`config.mk`:
```
export PLATFORM = sky130hd
export DESIGN_NAME = block_map_controller
export DESIGN_NICKNAME = d
export VERILOG_FILES = /design/src/rtl/block_map_controller.sv
export SDC_FILE = /design/constraint.sdc
export NUM_CORES = 1
export LEC_CHECK = 0
export ABC_AREA = 1
export CORE_MARGIN = 8
export CORE_UTILIZATION = 30
export DETAILED_ROUTE_END_ITERATION = 16
export HOLD_SLACK_MARGIN = 0.03
export PLACE_DENSITY_LB_ADDON = 0.2
export SETUP_SLACK_MARGIN = 0.4
export SYNTH_ARGS = -nofsm -noshare
export SYNTH_HDL_FRONTEND = slang
export SYNTH_SLANG_ARGS = --single-unit
export TNS_END_PERCENT = 10
```
`constraint.sdc`:
```
create_clock -name clk -period 10.2 [get_ports clk]
set_input_delay 2.04 -clock clk [delete_from_list [all_inputs] [get_ports clk]]
set_output_delay 2.04 -clock clk [all_outputs]
set_load 0.02 [all_outputs]
```
`src/rtl/block_map_controller.sv`:
```
`default_nettype none
// ============================================================================
// Module      : block_map_controller
// Description : Brick tile map owner. The map is a MAP_COLS x MAP_ROWS grid of
//               1-bit cells, one per 32x32 tile. The map is stored in a
//               single-port RAM.
//               Every cycle, the VGA pixel coordinate is turned into a tile
//               lookup. The block drives objectExists and the in-tile offsets
//               to the brick bitmap renderer.
//               A game-logic writer shares the RAM port. It only gets the port
//               while the pixel is outside the map, so display always wins.
//               After reset, an INIT pass writes the default map: the bottom
//               row and both side columns hold bricks.
//
// Ports       : clk           system clock
//               resetN        synchronous reset, active HIGH despite the name
//               pixelX/Y      current VGA pixel column / row
//               wrReq         write request, held until wrAck
//               wrCol/Row     target tile of the write
//               wrData        1 = place brick, 0 = remove brick
//               wrAck         one-cycle pulse, write committed
//               initBusy      high while the default map is being written
//               objectExists  pixel (one cycle earlier) lies in a brick tile
//               offsetX/Y     pixel position inside its tile
//               qReq/qCol/qRow/qAck/qHit  tile query port (BLOCK_QUERY_EN)
//
// Options     : `define BLOCK_QUERY_EN adds the tile query port.
//
// Revision    : 1.0  initial release
// ============================================================================
module block_map_controller #(
    parameter int TILE_BITS = 5,
    parameter int MAP_COLS  = 20,
    parameter int MAP_ROWS  = 15
) (
    input  logic        clk,
    input  logic        resetN,
    input  logic [10:0] pixelX,
    input  logic [10:0] pixelY,
    input  logic        wrReq,
    input  logic [4:0]  wrCol,
    input  logic [3:0]  wrRow,
    input  logic        wrData,
    output logic        wrAck,
    output logic        initBusy,
    output logic        objectExists,
    output logic [10:0] offsetX,
    output logic [10:0] offsetY
`ifdef BLOCK_QUERY_EN
    ,
    input  logic        qReq,
    input  logic [4:0]  qCol,
    input  logic [3:0]  qRow,
    output logic        qAck,
    output logic        qHit
`endif
);

    localparam int              c_DEPTH   = MAP_COLS * MAP_ROWS;
    localparam int              c_ADDR_W  = $clog2(c_DEPTH);
    localparam logic [10:0]     c_X_LIMIT = 11'(MAP_COLS << TILE_BITS);
    localparam logic [10:0]     c_Y_LIMIT = 11'(MAP_ROWS << TILE_BITS);
    localparam logic [4:0]      c_COLS    = 5'(MAP_COLS);
    localparam logic [3:0]      c_ROWS    = 4'(MAP_ROWS);
    localparam logic [c_ADDR_W-1:0] c_LAST_ADDR = c_ADDR_W'(c_DEPTH - 1);

    typedef enum logic [0:0] {
        ST_INIT = 1'b0,
        ST_RUN  = 1'b1
    } state_t;

    function automatic logic [c_ADDR_W-1:0] tile_addr(input logic [4:0] col,
                                                      input logic [3:0] row);
        return c_ADDR_W'(int'(row) * MAP_COLS + int'(col));
    endfunction

    // ------------------------------------------------------------------
    // Registers and wires
    // ------------------------------------------------------------------
    state_t                r_state;
    state_t                w_state_next;

    logic [c_ADDR_W-1:0]   r_init_addr;
    logic [4:0]            r_init_col;
    logic [3:0]            r_init_row;
    logic                  w_init_last;
    logic                  w_init_bit;

    logic                  r_mem [c_DEPTH];
    logic                  r_rd_bit;
    logic                  w_mem_we;
    logic [c_ADDR_W-1:0]   w_mem_addr;
    logic                  w_mem_wdata;

    logic                  w_in_map;
    logic [4:0]            w_pix_col;
    logic [3:0]            w_pix_row;
    logic                  w_disp_en;
    logic                  w_wr_grant;
    logic                  w_wr_in_range;

    logic                  r_disp_valid;
    logic [10:0]           r_offset_x;
    logic [10:0]           r_offset_y;
    logic                  r_wr_ack;

`ifdef BLOCK_QUERY_EN
    logic                  w_q_grant;
    logic                  w_q_in_range;
    logic                  r_q_ack;
    logic                  r_q_in_range;
    logic                  r_q_hit_hold;
    logic                  w_q_hit;
`endif

    // ------------------------------------------------------------------
    // Pixel to tile translation
    // ------------------------------------------------------------------
    assign w_in_map  = (pixelX < c_X_LIMIT) && (pixelY < c_Y_LIMIT);
    assign w_pix_col = 5'(pixelX >> TILE_BITS);
    assign w_pix_row = 4'(pixelY >> TILE_BITS);

    assign w_wr_in_range = (wrCol < c_COLS) && (wrRow < c_ROWS);
`ifdef BLOCK_QUERY_EN
    assign w_q_in_range  = (qCol < c_COLS) && (qRow < c_ROWS);
`endif

    // ------------------------------------------------------------------
    // Default-map pattern for the INIT pass.
    // Column and row counters walk alongside the linear address, so no
    // divider is needed.
    // ------------------------------------------------------------------
    assign w_init_last = (r_init_addr == c_LAST_ADDR);
    assign w_init_bit  = (r_init_row == c_ROWS - 4'd1) ||
                         (r_init_col == 5'd0) ||
                         (r_init_col == c_COLS - 5'd1);

    // ------------------------------------------------------------------
    // FSM state register and INIT address counter
    // ------------------------------------------------------------------
    always_ff @(posedge clk) begin
        if (resetN) begin
            r_state     <= ST_INIT;
            r_init_addr <= '0;
            r_init_col  <= '0;
            r_init_row  <= '0;
        end else begin
            r_state <= w_state_next;
            if (r_state == ST_INIT) begin
                if (w_init_last) begin
                    r_init_addr <= '0;
                    r_init_col  <= '0;
                    r_init_row  <= '0;
                end else begin
                    r_init_addr <= r_init_addr + c_ADDR_W'(1);
                    if (r_init_col == c_COLS - 5'd1) begin
                        r_init_col <= '0;
                        r_init_row <= r_init_row + 4'd1;
                    end else begin
                        r_init_col <= r_init_col + 5'd1;
                    end
                end
            end
        end
    end

    // ------------------------------------------------------------------
    // Next state and RAM port arbitration.
    // Priority in RUN is: display (in-map), then write, then query.
    // Blocking a re-grant while the ack is high prevents a held request
    // from being committed twice.
    // ------------------------------------------------------------------
    always_comb begin
        w_state_next = r_state;
        w_disp_en    = 1'b0;
        w_wr_grant   = 1'b0;
        w_mem_we     = 1'b0;
        w_mem_addr   = r_init_addr;
        w_mem_wdata  = w_init_bit;
`ifdef BLOCK_QUERY_EN
        w_q_grant    = 1'b0;
`endif
        case (r_state)
            ST_INIT: begin
                w_mem_we = 1'b1;
                if (w_init_last) begin
                    w_state_next = ST_RUN;
                end
            end
            ST_RUN: begin
                if (w_in_map) begin
                    w_disp_en  = 1'b1;
                    w_mem_addr = tile_addr(w_pix_col, w_pix_row);
                end else if (wrReq && !r_wr_ack) begin
                    w_wr_grant  = 1'b1;
                    // Out-of-range targets are acknowledged but never written.
                    w_mem_we    = w_wr_in_range;
                    w_mem_addr  = w_wr_in_range ? tile_addr(wrCol, wrRow) : '0;
                    w_mem_wdata = wrData;
                end
`ifdef BLOCK_QUERY_EN
                else if (qReq && !r_q_ack) begin
                    w_q_grant  = 1'b1;
                    w_mem_addr = w_q_in_range ? tile_addr(qCol, qRow) : '0;
                end
`endif
            end
            default: begin
                w_state_next = ST_INIT;
            end
        endcase
    end

    // ------------------------------------------------------------------
    // Single-port map RAM with registered read data
    // ------------------------------------------------------------------
    always_ff @(posedge clk) begin
        if (w_mem_we) begin
            r_mem[w_mem_addr] <= w_mem_wdata;
        end
        r_rd_bit <= r_mem[w_mem_addr];
    end

    // ------------------------------------------------------------------
    // Output registers
    // ------------------------------------------------------------------
    always_ff @(posedge clk) begin
        if (resetN) begin
            r_disp_valid <= 1'b0;
            r_offset_x   <= '0;
            r_offset_y   <= '0;
            r_wr_ack     <= 1'b0;
        end else begin
            r_disp_valid <= w_disp_en;
            r_offset_x   <= w_disp_en ? {{(11-TILE_BITS){1'b0}}, pixelX[TILE_BITS-1:0]} : '0;
            r_offset_y   <= w_disp_en ? {{(11-TILE_BITS){1'b0}}, pixelY[TILE_BITS-1:0]} : '0;
            r_wr_ack     <= w_wr_grant;
        end
    end

    // The read bit is only meaningful in the cycle after a display lookup.
    assign objectExists = r_disp_valid & r_rd_bit;
    assign offsetX      = r_offset_x;
    assign offsetY      = r_offset_y;
    assign wrAck        = r_wr_ack;
    assign initBusy     = (r_state == ST_INIT);

`ifdef BLOCK_QUERY_EN
    // ------------------------------------------------------------------
    // Query result. The fresh RAM bit is used in the ack cycle. Outside
    // the ack cycle, the last answer is held.
    // ------------------------------------------------------------------
    always_ff @(posedge clk) begin
        if (resetN) begin
            r_q_ack      <= 1'b0;
            r_q_in_range <= 1'b0;
            r_q_hit_hold <= 1'b0;
        end else begin
            r_q_ack <= w_q_grant;
            if (w_q_grant) begin
                r_q_in_range <= w_q_in_range;
            end
            if (r_q_ack) begin
                r_q_hit_hold <= w_q_hit;
            end
        end
    end

    assign w_q_hit = r_q_ack ? (r_rd_bit & r_q_in_range) : r_q_hit_hold;
    assign qAck    = r_q_ack;
    assign qHit    = w_q_hit;
`endif

endmodule
`default_nettype wire

```
After elaboration in Yosys (flattened, before gate mapping)
Memories as Yosys holds them, arrays and structs flattened. A register that Yosys moved wholly into a read port is not among the register bits.
Cells that the tools add are included.
Operators by class
  $add $sub $neg: 5
  equal/unequal tests: 3
  bitwise operators: 3
  muxes and demuxes: 22
  shift-type cells: 0
  reduce and logical (&&, ||, !) cells: 11
  $mul: 2
  divide/modulo/power cells: 0
  magnitude comparators: 4
Operator list (count)
  two-way mux 9 bit: 5
  adder 9 x 5 -> 9 bit: 2
  multiplier 4 x 3 -> 7 bit, second input constant: 2
  two-way mux 1 bit: 12
  < comparator 11 x 10 -> 1 bit, second input constant: 1
  < comparator 11 x 9 -> 1 bit, second input constant: 1
  two-way mux 5 bit: 2
  adder 9 x 1 -> 9 bit, second input constant: 1
  equality test 9 bit, second input constant: 1
  two-way mux 4 bit: 2
  adder 5 x 1 -> 5 bit, second input constant: 1
  equality test 5 bit, second input constant: 1
  logical NOT 5 bit: 1
  < comparator 5 bit, second input constant: 1
  adder 4 x 1 -> 4 bit, second input constant: 1
  equality test 4 bit, second input constant: 1
  < comparator 4 bit, second input constant: 1
  logical AND 1 bit: 3
  OR reduction 3 bit: 1
  logical OR 1 bit: 2
  inverter 1 bit: 2
  case mux 1 bit (2 select lines): 1
  AND reduction 2 bit: 1
  nonzero test 2 bit: 1
  other kinds (3): 3
Storage, ports and cells
  memories: 1
  ROM bits: 0
  bits of input ports: 35
  bits in latches: 0
  register bits after elaboration: 43
  RAM bits: 300
  word-level logic and storage cells: 61
Memories
  r_mem: words 300, bits a word 1, rd ports 1, clocked after memory_dff 1, wr ports 1, line 89  | logic r_mem [c_DEPTH];

Depth between registers and ports, before layout
Gate-level depths: netlist (run 1).
  word-level depth: 7
  depth in mapped cells: 24
  mapped depth without buffers: 23

Least setup slack after synthesis (run 1)
Ideal clock, no wire load.
  kind: in2reg
  start: in pixelY[5]
  end: mem r_mem[0] (data pin)
  arrival: 5.970 ns
  cell stages on the path: 9
  library setup time: 0.873 ns
  data required time: 9.327 ns
  path slack: 3.357 ns
  cell sequence: nand2_1 > nor2_1 > nor2_2 > nand2_4 > buf_6 > nand3_1 > o2111ai_1 > o21ai_0 > inv_1
Between the ends
  cells in the longest elaborated chain, start to end: 4
RTL lines
  from (decl): line 39  | input logic [10:0] pixelY,
  < comparator 11 x 9 -> 1 bit: line 119  | assign w_in_map = (pixelX < c_X_LIMIT) && (pixelY < c_Y_LIMIT);
  logical AND 1 bit: line 119
  two-way mux 1 bit: line 191  | if (w_in_map) begin
  two-way mux 1 bit: line 183  | case (r_state)
  net w_mem_wdata: line 93  | logic w_mem_wdata;
  to (decl): line 89
The timed path passes the listed nets, and every way through them passes these cells.

Final worst setup path (run 1)
  start: in pixelY[7]
  end: reg r_rd_bit, read port of r_mem
Between the ends
  cells in the longest elaborated chain, start to end: 4
  elaborated cells on any way between the ends: 6
  those cells by class: add/sub (1); mul (1); order compare (1); mux (2); reduce/logical (1)
RTL lines
  multiplier 4 x 3 -> 7 bit or < comparator 11 x 9 -> 1 bit (tied branches): line 74, 119
  adder 9 x 5 -> 9 bit or logical AND 1 bit (tied branches): line 74, 119
  two-way mux 9 bit *: line 191
  two-way mux 9 bit *: line 183
  to (decl): line 90  | logic r_rd_bit;
Every way passes the cells marked *; elsewhere a longest branch is shown, timed or not.
A chain may end at the register's enable or synchronous reset.

==> results of run 1 <==
cell usage in the layout, fill, tap and decap left out, drive strengths merged, types with 13 or more instances in the layout:
master	Yosys	layout
clkinv	1	15
clkbuf	42	53
nor2	372	372
o21ai	37	37
buf	72	13
nand3	109	109
nand2	729	729
ha	19	19
nor3	14	14
a21oi	24	24
inv	58	60
dfxtp	32	32
edfxtp	300	300
clkdlybuf4s50	0	47
path summary, 6_finish.rpt:
check / from / to / slack (ps)
max reg2reg: r_state / r_rd_bit / 6090
min reg2reg: r_init_col[1] / r_init_col[1] / 520
min: r_init_col[1] / r_init_col[1] / 520
max: pixelY[7] / r_rd_bit / 4450
metrics by stage:
stage          power, uW  utilization (%)  hold slack, ps  std cells  instance area (um2)
2_1_floorplan       1790                -             479       1866                16500
4_1_cts             3250             34.0             522       2588                18600
5_1_grt             3330             34.0             550       2588                18600
3_3_place_gp        1890             31.8             494       2516                17400
3_5_place_dp        1890             31.8             512       2516                17400
6_report            3210             34.0             520       2588                18600
logic make-up after synthesis:
family	after synthesis	share of synthesized area [%]
simple gates	1236	31.1
fa+ha+maj	23	1.93
other cells	1	0.0227
compound gates	75	2.68
xor+xnor	15	0.796
buf+inv	173	4.98
flops	332	58.5
cell type report:
cell class              instances  area (um2)  share of cell area [%]
flip-flops and latches        332        9650                    51.8
multi-input cells            1361        6080                    32.7
clock buffers                  53        1050                    5.64
well taps                     704         881                    4.73
repair buffers                 60         568                    3.05
inverters                      59         231                    1.24
clock inverters                19         166                   0.893
tightest hold or removal path, stage by stage, from the launching register on:
cell,delay (ps)
dfxtp_1,320
inv_1,70
o21ai_0,70
cells in the mapped netlist (12+ instances only):
library cell	count
nand2_2	14
a21oi_1	21
nand2_1	704
o21ai_0	14
ha_1	19
edfxtp_1	300
buf_2	49
clkbuf_1	42
dfxtp_1	32
xor2_1	12
inv_1	48
o21ai_1	21
nor2_2	48
buf_4	13
nor2_1	324
nand3_1	107
registers in the layout, indices dropped and copies added (netlist names):
signal,cells
r_mem,300
r_init_addr,9
offsetX,5
offsetY,5
r_init_col,5
r_init_row,4
r_disp_valid,1
r_rd_bit,1
r_state,1
wrAck,1
power groups by stage:
stage	Clock [uW]	Combinational, uW	Sequential, uW
floorplan	0	215	1580
global placement	0	323	1570
detailed placement	0	323	1570
CTS	1380	325	1540
global route	1430	360	1540
finish	1350	321	1540
metal layers:
layer | part of all wire [%] | global-route usage [%] | up-vias
li1 | - | - | 5987
met5 | 0 | 0 | -
met4 | 2.4 | 4.52 | 0
met3 | 4.2 | 1.94 | 71
met1 | 47 | 20.0 | 6006
met2 | 46 | 24.3 | 262
==> results by group, run 1 <==
Global routing
  • First-pass GRT wire length: a little over 70 mm
  • Total grt overflow: 0
  • Largest net degree at the start of global routing: between 100 and 150
  • Global Route Usage Sum: between 10% and 20%
  • Vias in the first global route: 12011
  • Initial antenna violation count: 0

Worst setup path
  • Critical path fanouts, max: 62
  • CP dominant cell by count: nand2_1
  • CP Cell Sequence: clkdlybuf4s50_1 -> nand2_1 -> nor2_1 -> nor2_2 -> nand2_4 -> nand3_2 -> nand2_4 -> nand2_4 -> inv_4 -> buf_4 -> nand2_1 -> nand2_1 -> nand2_1 -> nand2_1 -> nand2_1 -> nand2_1 -> o21ai_0 -> nand2_1 -> nor2_1 -> nor2_1 -> nor2_1 -> nand2_1
  • Crit end category: register
  • Startpoint Class: input port
  • CP Data Required Time: approximately 11000 ps
  • Worst Path Class, Setup: input port to register
  • Stages on worst setup path: 22
  • Buffers and inverters on the worst path: 3
  • Critical path's slowest cell: buf_4
  • Critical path's top delay family: simple AND/OR/NAND/NOR gates
  • CP arrival: roughly 6300 ps
  • FF-to-FF path depth: 18
  • Largest stage delay, worst path: around 700 ps

Route
  • Final WL: 46.7 mm
  • Via density: ~4.8
  • First-pass DRT Iterations: 5
  • Final antenna-violating net count: 0
  • Avg WL per Cell: around 18 um
  • Via count: 12326
  • DR iter-0 viols: about 1000
  • DRC viols: 0

Pwr
  • Clock share of power: a little over two fifths
  • Cell area power density: around 170 mW/mm2
  • Leakage: a little over 0.007 uW
  • Max IR drop VDD: about 0.10 mV
  • Sequential power share: 47.9%
  • Internal Power: roughly 2400 uW
  • Comb pwr share: ~10%
  • Switching share of power: between 20 and 30%
  • Switching power: 817 uW

STA
  • Setup TNS: 0 ps
  • Final slew viol count: 0
  • Final period util: between 50 and 60%
  • Worst Skew: 23.5 ps
  • F_max: 174 MHz
  • Final Hold Viols: 0
  • Tightest Pin Transition: 1160 ps
  • Final setup vio count: 0
  • RSZ-0062 raised after global routing: false
  • Setup WS post-layout: between 4000 and 5000 ps
  • Clock period minus worst slack: 5750 ps
  • Max transition margin: 22.5%

Clock tree
  • Root buffer cell: clkbuf_16
  • TritonCTS clock tree: built
  • Clk_lat worst skew: 570 ps
  • Post-CTS Repair Setup Buffers: 0
  • H-tree depth: 2
  • CTS Buffer Depth: 3
  • Clock slew at reported path FFs: 60 ps
  • TritonCTS buffer count: 40
  • Post_cts resized: 0
  • Clk sinks: between 300 and 400
  • Cts hold-fix bufs: 0

Die
  • Die Ht: around 250 um
  • Row cnt: 86
  • Die area: roughly 0.063 mm2
  • Ports: 60
  • Die width: 251 um
  • Starting density of the core: 30.1%
  • Core box area: 0.0548 mm2

Layout
  • Layout cell share with drive strength beyond 1: roughly 8.5%
  • Area grow syn2layout: 12.9%
  • Ant diodes: 0
  • Number of fill cells: between 5000 and 6000
  • # nets final: approximately 1900

Worst hold path
  • Hold/Removal Path Class: register to register
  • Hold Path Depth: 2

Synthesis
  • EDFF count, synth: 300
  • Synth Register Bits: 332
  • Register area share after synthesis: 58.5%
  • Yosys top cell by area: edfxtp_1
  • Synth top area share: between 50% and 60%
  • Ys Warns: 0
  • Synth unique cells: between 40 and 50
  • Post-synthesis cell count: between 1500 and 2000
  • Ys flop type: edfxtp_1
  • Fraction of registers with async set/reset: 0%
  • Avg Inst Size Synth: slightly below 9 um2
  • Area of the mapped netlist: between 0.015 and 0.02 mm2
  • Top cells by area, synth: edfxtp_1, nand2_1, nor2_1, dfxtp_1, nand3_1

Place
  • Place WS: just under 4000 ps
  • Placed wire-length estimate: 24.8 mm
  • IO Port Bufs: 47
  • Gpl congestion: just under 0.8

Outcome
  • Status: finished clean

Job
  • Max Cap Viol: 0
No activity file was read; power rests on OpenSTA's default activity.
==> run 2, diff against run 1 <==
clock period = 4.7 ns   (was 10.2 ns; I/O delays follow)
==> results by group, run 2 (same netlist as run 1, synthesis figures left out) <==
Route
  • First-pass DRT Iterations: 5 (unchanged)
  • DRC viols: 0 (unchanged)
  • DR iter-0 viols: 847 (was 1044)
  • Via count: 12472 (was 12326)
  • Final antenna-violating net count: 0 (unchanged)
  • Via density: 4.73 (was 4.76)
  • Avg WL per Cell: 17.8 um (was 18.1 um)
  • Final WL: 46.9 mm (was 46.7 mm)

Worst setup path
  • FF-to-FF path depth: 18 (unchanged)
  • R2R Setup Slk: 1630 ps (was 6090 ps)
  • Critical R2R Launch: wrAck (was r_state)
  • CP arrival: 4240 ps (was 6260 ps)
  • Critical path's slowest cell: fa_1 (was buf_4)
  • Crit end category: register (unchanged)
  • Buffers and inverters on the worst path: 3 (unchanged)
  • End point of the critical path: r_mem[224] (was r_rd_bit)
  • Critical path's top delay family: simple AND/OR/NAND/NOR gates (unchanged)
  • Critical path fanouts, max: 16 (was 62)
  • CP dominant cell by count: nand2_1 (unchanged)
  • Startpoint Class: input port (unchanged)
  • CP Data Required Time: 4950 ps (was 10710 ps)
  • Largest stage delay, worst path: 520 ps (was 690 ps)
  • CP Cell Sequence: clkdlybuf4s50_1 -> ha_1 -> ha_1 -> fa_1 -> and2_1 -> nand2_1 -> xor2_1 -> o21ai_1 -> nand3_1 -> nand2_1 -> nor2_2 -> inv_2 -> nor2_2 -> nand2_1 -> buf_4 -> nor2_1 (was clkdlybuf4s50_1 -> nand2_1 -> nor2_1 -> nor2_2 -> nand2_4 -> nand3_2 -> nand2_4 -> nand2_4 -> inv_4 -> buf_4 -> nand2_1 -> nand2_1 -> nand2_1 -> nand2_1 -> nand2_1 -> nand2_1 -> o21ai_0 -> nand2_1 -> nor2_1 -> nor2_1 -> nor2_1 -> nand2_1)
  • CP Launch Point: wrRow[1] (was pixelY[7])
  • Worst R2R End: r_rd_bit (unchanged)
  • Stages on worst setup path: 16 (was 22)
  • Worst Path Class, Setup: input port to register (unchanged)

Clock tree
  • TritonCTS clock tree: built (unchanged)
  • Clk sinks: 332 (unchanged)
  • Root buffer cell: clkbuf_16 (unchanged)
  • H-tree depth: 2 (unchanged)
  • CTS Buffer Depth: 3 (unchanged)
  • Clock slew at reported path FFs: 60 ps (about the same)
  • Cts hold-fix bufs: 0 (unchanged)
  • TritonCTS buffer count: 39 (was 40)
  • Post_cts resized: 0 (unchanged)
  • Clk_lat worst skew: 550 ps (was 570 ps)
  • Post-CTS Repair Setup Buffers: 0 (unchanged)

Layout
  • Largest registers: r_mem x300, r_init_addr x9 (unchanged)
  • Largest register FFs: 300 (unchanged)
  • Most frequent cells in the layout: nand2_1, nor2_1, edfxtp_1, nand3_1 (unchanged)
  • # nets final: 1961 (was 1912)
  • Ant diodes: 0 (unchanged)
  • Design area: 0.0193 mm2 (was 0.0186 mm2)
  • Biggest register: r_mem (unchanged)
  • Layout cell share with drive strength beyond 1: 11.1% (was 8.55%)
  • Most common cell after layout, fill and taps aside: nand2_1 (unchanged)
  • Area grow syn2layout: 16.7% (was 12.9%)
  • Number of fill cells: 5666 (was 5700)
  • Post-Layout Cell Count: 2636 (was 2588)
  • Core Util, Final: 35.2% (was 34.0%)

STA
  • Final Hold Viols: 0 (unchanged)
  • Setup TNS: 0 ps (unchanged)
  • Worst Skew: 13.9 ps (was 23.5 ps)
  • Max transition margin: 39.8% (was 22.5%)
  • Final slew viol count: 0 (unchanged)
  • Final period util: 84.8%
  • RSZ-0062 raised after global routing: false (unchanged)
  • Final setup vio count: 0 (unchanged)
  • Clock period minus worst slack: about 4000 ps
  • Tightest Pin Transition: 901 ps (was 1160 ps)
  • F_max: ~250 MHz

Outcome
  • Status: finished clean (unchanged)

Pwr
  • Max IR drop VDD: 0.211 mV (was 0.103 mV)
  • Switching power: 1740 uW (was 817 uW)
  • Cell area power density: 369 mW/mm2 (was 172 mW/mm2)
  • Clock share of power: 42.4% (was 42.1%)
  • Leakage: 0.00742 uW (was 0.00709 uW)
  • Sequential power share: 46.8% (was 47.9%)
  • Internal Power: 5370 uW (was 2390 uW)
  • Switching share of power: 24.5% (was 25.5%)
  • Comb pwr share: 10.8% (was 10.0%)

Place
  • Placed wire-length estimate: 27.0 mm (was 24.8 mm)
  • Gpl congestion: 0.777 (was 0.786)
  • Area after DPL: 0.0180 mm2 (was 0.0174 mm2)
  • IO Port Bufs: 47 (unchanged)
  • Cell Count Post-Placement: 2566 (was 2516)

Global routing
  • Total grt overflow: 0 (unchanged)
  • Largest net degree at the start of global routing: 77 (was 123)
  • Initial antenna violation count: 0 (unchanged)
  • Vias in the first global route: 12434 (was 12011)
  • Global Route Usage Sum: 14.8% (was 14.7%)
  • First-pass GRT wire length: 72.9 mm (was 72.4 mm)

Worst hold path
  • Hold path startpoint: r_init_row[3] (was r_init_col[1])
  • Hold/Removal Path Class: register to register (unchanged)
  • Hold Path Depth: 2 (unchanged)

Die
  • Core box area: 0.0548 mm2 (unchanged)
  • Die width: 251 um (unchanged)
  • Ports: 60 (unchanged)
  • Row cnt: 86 (unchanged)
  • Die Ht: 251 um (unchanged)
  • Starting density of the core: 30.1% (unchanged)
  • Die area: 0.0628 mm2 (unchanged)

Job
  • Max Cap Viol: 0 (unchanged)
## run 2: cell types whose count changed in the layout (fill, tap and decap cells not counted), sizes merged
| cell | change |
|---|---|
| clkinv | -1 |
| bufinv | +2 |
| buf | +50 |
| inv | -3 |
## run 2: cell type report
| type | instances | area (um2) | share of cell area (%) |
|---|---|---|---|
| flip-flops and latches | 332 | 9650 | 50.1 |
| repair buffers | 110 | 1140 | 5.94 |
| inverters | 59 | 230 | 1.20 |
| clock inverters | 17 | 175 | 0.910 |
| well taps | 704 | 881 | 4.57 |
| multi-input cells | 1361 | 6100 | 31.7 |
| clock buffers | 53 | 1080 | 5.61 |
## run 2: worst min path at each step
stage	endpoint
2_1_floorplan	r_init_row[3]
3_3_place_gp	r_init_row[3]
3_5_place_dp	r_init_row[3]
4_1_cts	r_init_row[3]
5_1_grt	r_init_col[1]
6_report	r_init_row[3]
## run 2: per-stage QoR
| stage | power (uW) | setup WS, ps | hold WS, ps |
|---|---|---|---|
| detailed placement | 4160 | 163 | 505 |
| CTS | 7210 | 750 | 519 |
| global route | 7380 | 411 | 543 |
| global placement | 4160 | 167 | 495 |
| finish | 7110 | 714 | 513 |
| floorplan | 3890 | 135 | 479 |
## run 2: tightest hold or removal path, stage by stage (launching register included)
cell     delay, ps
dfxtp_1        310
inv_1           70
o21a_1         110
## run 2: power by group through the flow
stage	combinational [uW]	clock, uW	sequential, uW
4_1_cts	776	3100	3330
2_1_floorplan	467	0	3420
5_1_grt	853	3200	3330
3_5_place_dp	772	0	3390
3_3_place_gp	767	0	3390
6_report	765	3020	3330
## run 2: metal layers
metal | vias to the layer above | GRT usage [%] | wire, um | share of wire, %
met5 | - | 0 | 0 | 0
met4 | 0 | 4.86 | 1190 | 2.5
met3 | 70 | 2.00 | 1990 | 4.2
met2 | 266 | 25.2 | 22300 | 48
met1 | 6049 | 19.3 | 21400 | 46
li1 | 6087 | - | - | -
==> run 3, diff against run 2 <==
clock period = 3.92 ns   (was 4.7 ns; I/O delays follow)
==> results by group, run 3 (same netlist as run 1, synthesis figures left out) <==
Outcome
  • Status: finished clean (unchanged)

Worst setup path
  • Critical path fanouts, max: 8 (was 16)
  • Startpoint Class: input port (unchanged)
  • Worst Path Class, Setup: input port to register (unchanged)
  • CP arrival: 3710 ps (was 4240 ps)
  • Crit end category: register (unchanged)
  • Critical R2R Launch: r_init_addr[0] (was wrAck)
  • R2R Setup Slk: 790 ps (was 1630 ps)
  • CP Data Required Time: 4170 ps (was 4950 ps)
  • CP Launch Point: pixelY[5] (was wrRow[1])
  • Worst R2R End: r_mem[7] (was r_rd_bit)
  • FF-to-FF path depth: 9 (was 18)

STA
  • RSZ-0062 raised after global routing: true (was false)
  • Final Hold Viols: 0 (unchanged)
  • Worst Skew: 21.8 ps (was 13.9 ps)
  • F_max: 289 MHz
  • Setup WS post-layout: 459 ps (was 714 ps)
  • Max transition margin: 32.5% (was 39.8%)
  • Tightest Pin Transition: 1010 ps (was 901 ps)
  • Final period util: about nine tenths
  • Clock period minus worst slack: between 3000 and 4000 ps
  • Final slew viol count: 0 (unchanged)
  • Final setup vio count: 0 (unchanged)

Clock tree
  • TritonCTS clock tree: built (unchanged)
  • H-tree depth: 2 (unchanged)
  • Clock slew at reported path FFs: 50 ps (was 60 ps)
  • TritonCTS buffer count: 39 (unchanged)
  • Clk_lat worst skew: 570 ps (was 550 ps)
  • Clk sinks: 332 (unchanged)
  • Cts hold-fix bufs: 0 (unchanged)
  • CTS Buffer Depth: 3 (unchanged)
  • Root buffer cell: clkbuf_16 (unchanged)

Worst hold path
  • Hold path endpoint: r_init_row[3] (unchanged)
  • Hold Path Depth: 2 (unchanged)
  • Hold/Removal Path Class: register to register (unchanged)
  • Hold path startpoint: r_init_row[3] (unchanged)

Die
  • Core box area: 0.0548 mm2 (unchanged)
  • Row cnt: 86 (unchanged)
  • Die area: 0.0628 mm2 (unchanged)
  • Starting density of the core: 30.1% (unchanged)
  • Ports: 60 (unchanged)
  • Die width: 251 um (unchanged)
  • Die Ht: 251 um (unchanged)

Route
  • Via density: 4.72 (was 4.73)
  • First-pass DRT Iterations: 5 (unchanged)
  • DRC viols: 0 (unchanged)
  • Final antenna-violating net count: 0 (unchanged)
  • Final WL: 48.5 mm (was 46.9 mm)
  • Avg WL per Cell: 17.8 um (about the same)
  • DR iter-0 viols: 1135 (was 847)
  • Via count: 12841 (was 12472)

Place
  • Place WS: -297 ps (was 163 ps)
  • IO Port Bufs: 47 (unchanged)
  • Area after DPL: 0.0187 mm2 (was 0.0180 mm2)
  • Gpl congestion: 0.789 (was 0.777)
  • Placed wire-length estimate: 29.2 mm (was 27.0 mm)

Layout
  • Largest registers: r_mem x300, r_init_addr x9 (unchanged)
  • Number of fill cells: 5587 (was 5666)
  • Most common cell after layout, fill and taps aside: nand2_1 (unchanged)
  • # nets final: 2046 (was 1961)
  • Biggest register: r_mem (unchanged)
  • Layout cell share with drive strength beyond 1: 16.4% (was 11.1%)
  • Area grow syn2layout: 22.7% (was 16.7%)
  • Ant diodes: 0 (unchanged)
  • Most frequent cells in the layout: nand2_1, nor2_1, edfxtp_1, buf_4, nand3_1 (was nand2_1, nor2_1, edfxtp_1, nand3_1)
  • Design area: 0.0202 mm2 (was 0.0193 mm2)
  • Largest register FFs: 300 (unchanged)
  • Core Util, Final: 37.0% (was 35.2%)

Pwr
  • Cell area power density: 419 mW/mm2 (was 369 mW/mm2)
  • Max IR drop VDD: 0.250 mV (was 0.211 mV)
  • Leakage: 0.00788 uW (was 0.00742 uW)

Global routing
  • Global Route Usage Sum: 15.5% (was 14.8%)
  • Largest net degree at the start of global routing: 132 (was 77)
  • First-pass GRT wire length: 75.9 mm (was 72.9 mm)
  • Vias in the first global route: 12780 (was 12434)
  • Initial antenna violation count: 0 (unchanged)
  • Total grt overflow: 0 (unchanged)

Job
  • Max Cap Viol: 0 (unchanged)
run 3: cell types whose count changed in the layout (fill, tap and decap cells not counted), moves of 5 or more:
| cell | before | now |
|---|---|---|
| nor2_2 | 47 | 62 |
| clkinv_1 | 9 | 14 |
| nand2_8 | 0 | 8 |
| buf_4 | 47 | 110 |
| buf_12 | 16 | 29 |
| clkdlybuf4s50_1 | 47 | 40 |
| nor2_1 | 323 | 301 |
| dlygate4sd2_1 | 0 | 6 |
| nor2_4 | 2 | 9 |
run 3: critical path, stage by stage:
cell             delay, ps
clkdlybuf4s50_1        430
ha_2                   190
ha_2                   190
fa_2                   390
xnor2_1                150
buf_4                  140
a21oi_1                120
o21ai_1                 90
nand3_1                100
o21a_1                 220
inv_2                   80
buf_4                  140
nor3_4                 170
buf_6                  130
buf_12                 160
nand2_8                120
nor2_4                  90
run 3: how the worst max path moves through the flow:
| stage | slack [ps] | cells after the start | endpoint |
|---|---|---|---|
| after floorplan | -490 | 9 | r_mem[0] |
| after global placement | -320 | 15 | r_mem[127] |
| after detailed placement | -300 | 16 | r_mem[222] |
| after CTS | 450 | 17 | r_mem[51] |
| after global routing | 360 | 17 | r_mem[220] |
| final | 460 | 17 | r_mem[55] |
run 3: stage by stage:
step	hold slack, ps	power, uW	setup TNS (ps)	instances
2_1_floorplan	479	4660	-146560	1866
3_3_place_gp	496	5050	-65380	2636
3_5_place_dp	504	5060	-70730	2636
4_1_cts	519	8590	0	2716
5_1_grt	555	8820	0	2719
6_report	509	8480	0	2719
run 3: layer usage:
metal | part of all wire [%] | up-vias | GRT usage, %
met1 | 45 | 6192 | 20.6
li1 | - | 6270 | -
met2 | 47 | 308 | 25.7
met5 | 0 | - | 0
met4 | 2.3 | 0 | 4.82
met3 | 5.2 | 71 | 2.27
run 3: timing repair:
item	4_1_cts	5_1_grt
pin swaps	17	12
setup endpoints to repair	268	273
buffers inserted	7	3
gates resized for setup	40	26
gates cloned	5	0
run 3: area by class of cell:
| class | instances | area [um2] | area share (%) |
|---|---|---|---|
| inverters | 59 | 233 | 1.15 |
| flip-flops and latches | 332 | 9650 | 47.7 |
| clock buffers | 49 | 1030 | 5.11 |
| multi-input cells | 1365 | 6330 | 31.3 |
| well taps | 704 | 881 | 4.35 |
| repair buffers | 191 | 1940 | 9.61 |
| clock inverters | 19 | 169 | 0.835 |
run 3: power breakdown:
part / internal, uW / switching [uW]
combinational: 325 / 666
clock: 2060 / 1440
sequential: 3990 / 8.50
total: 6370 / 2110
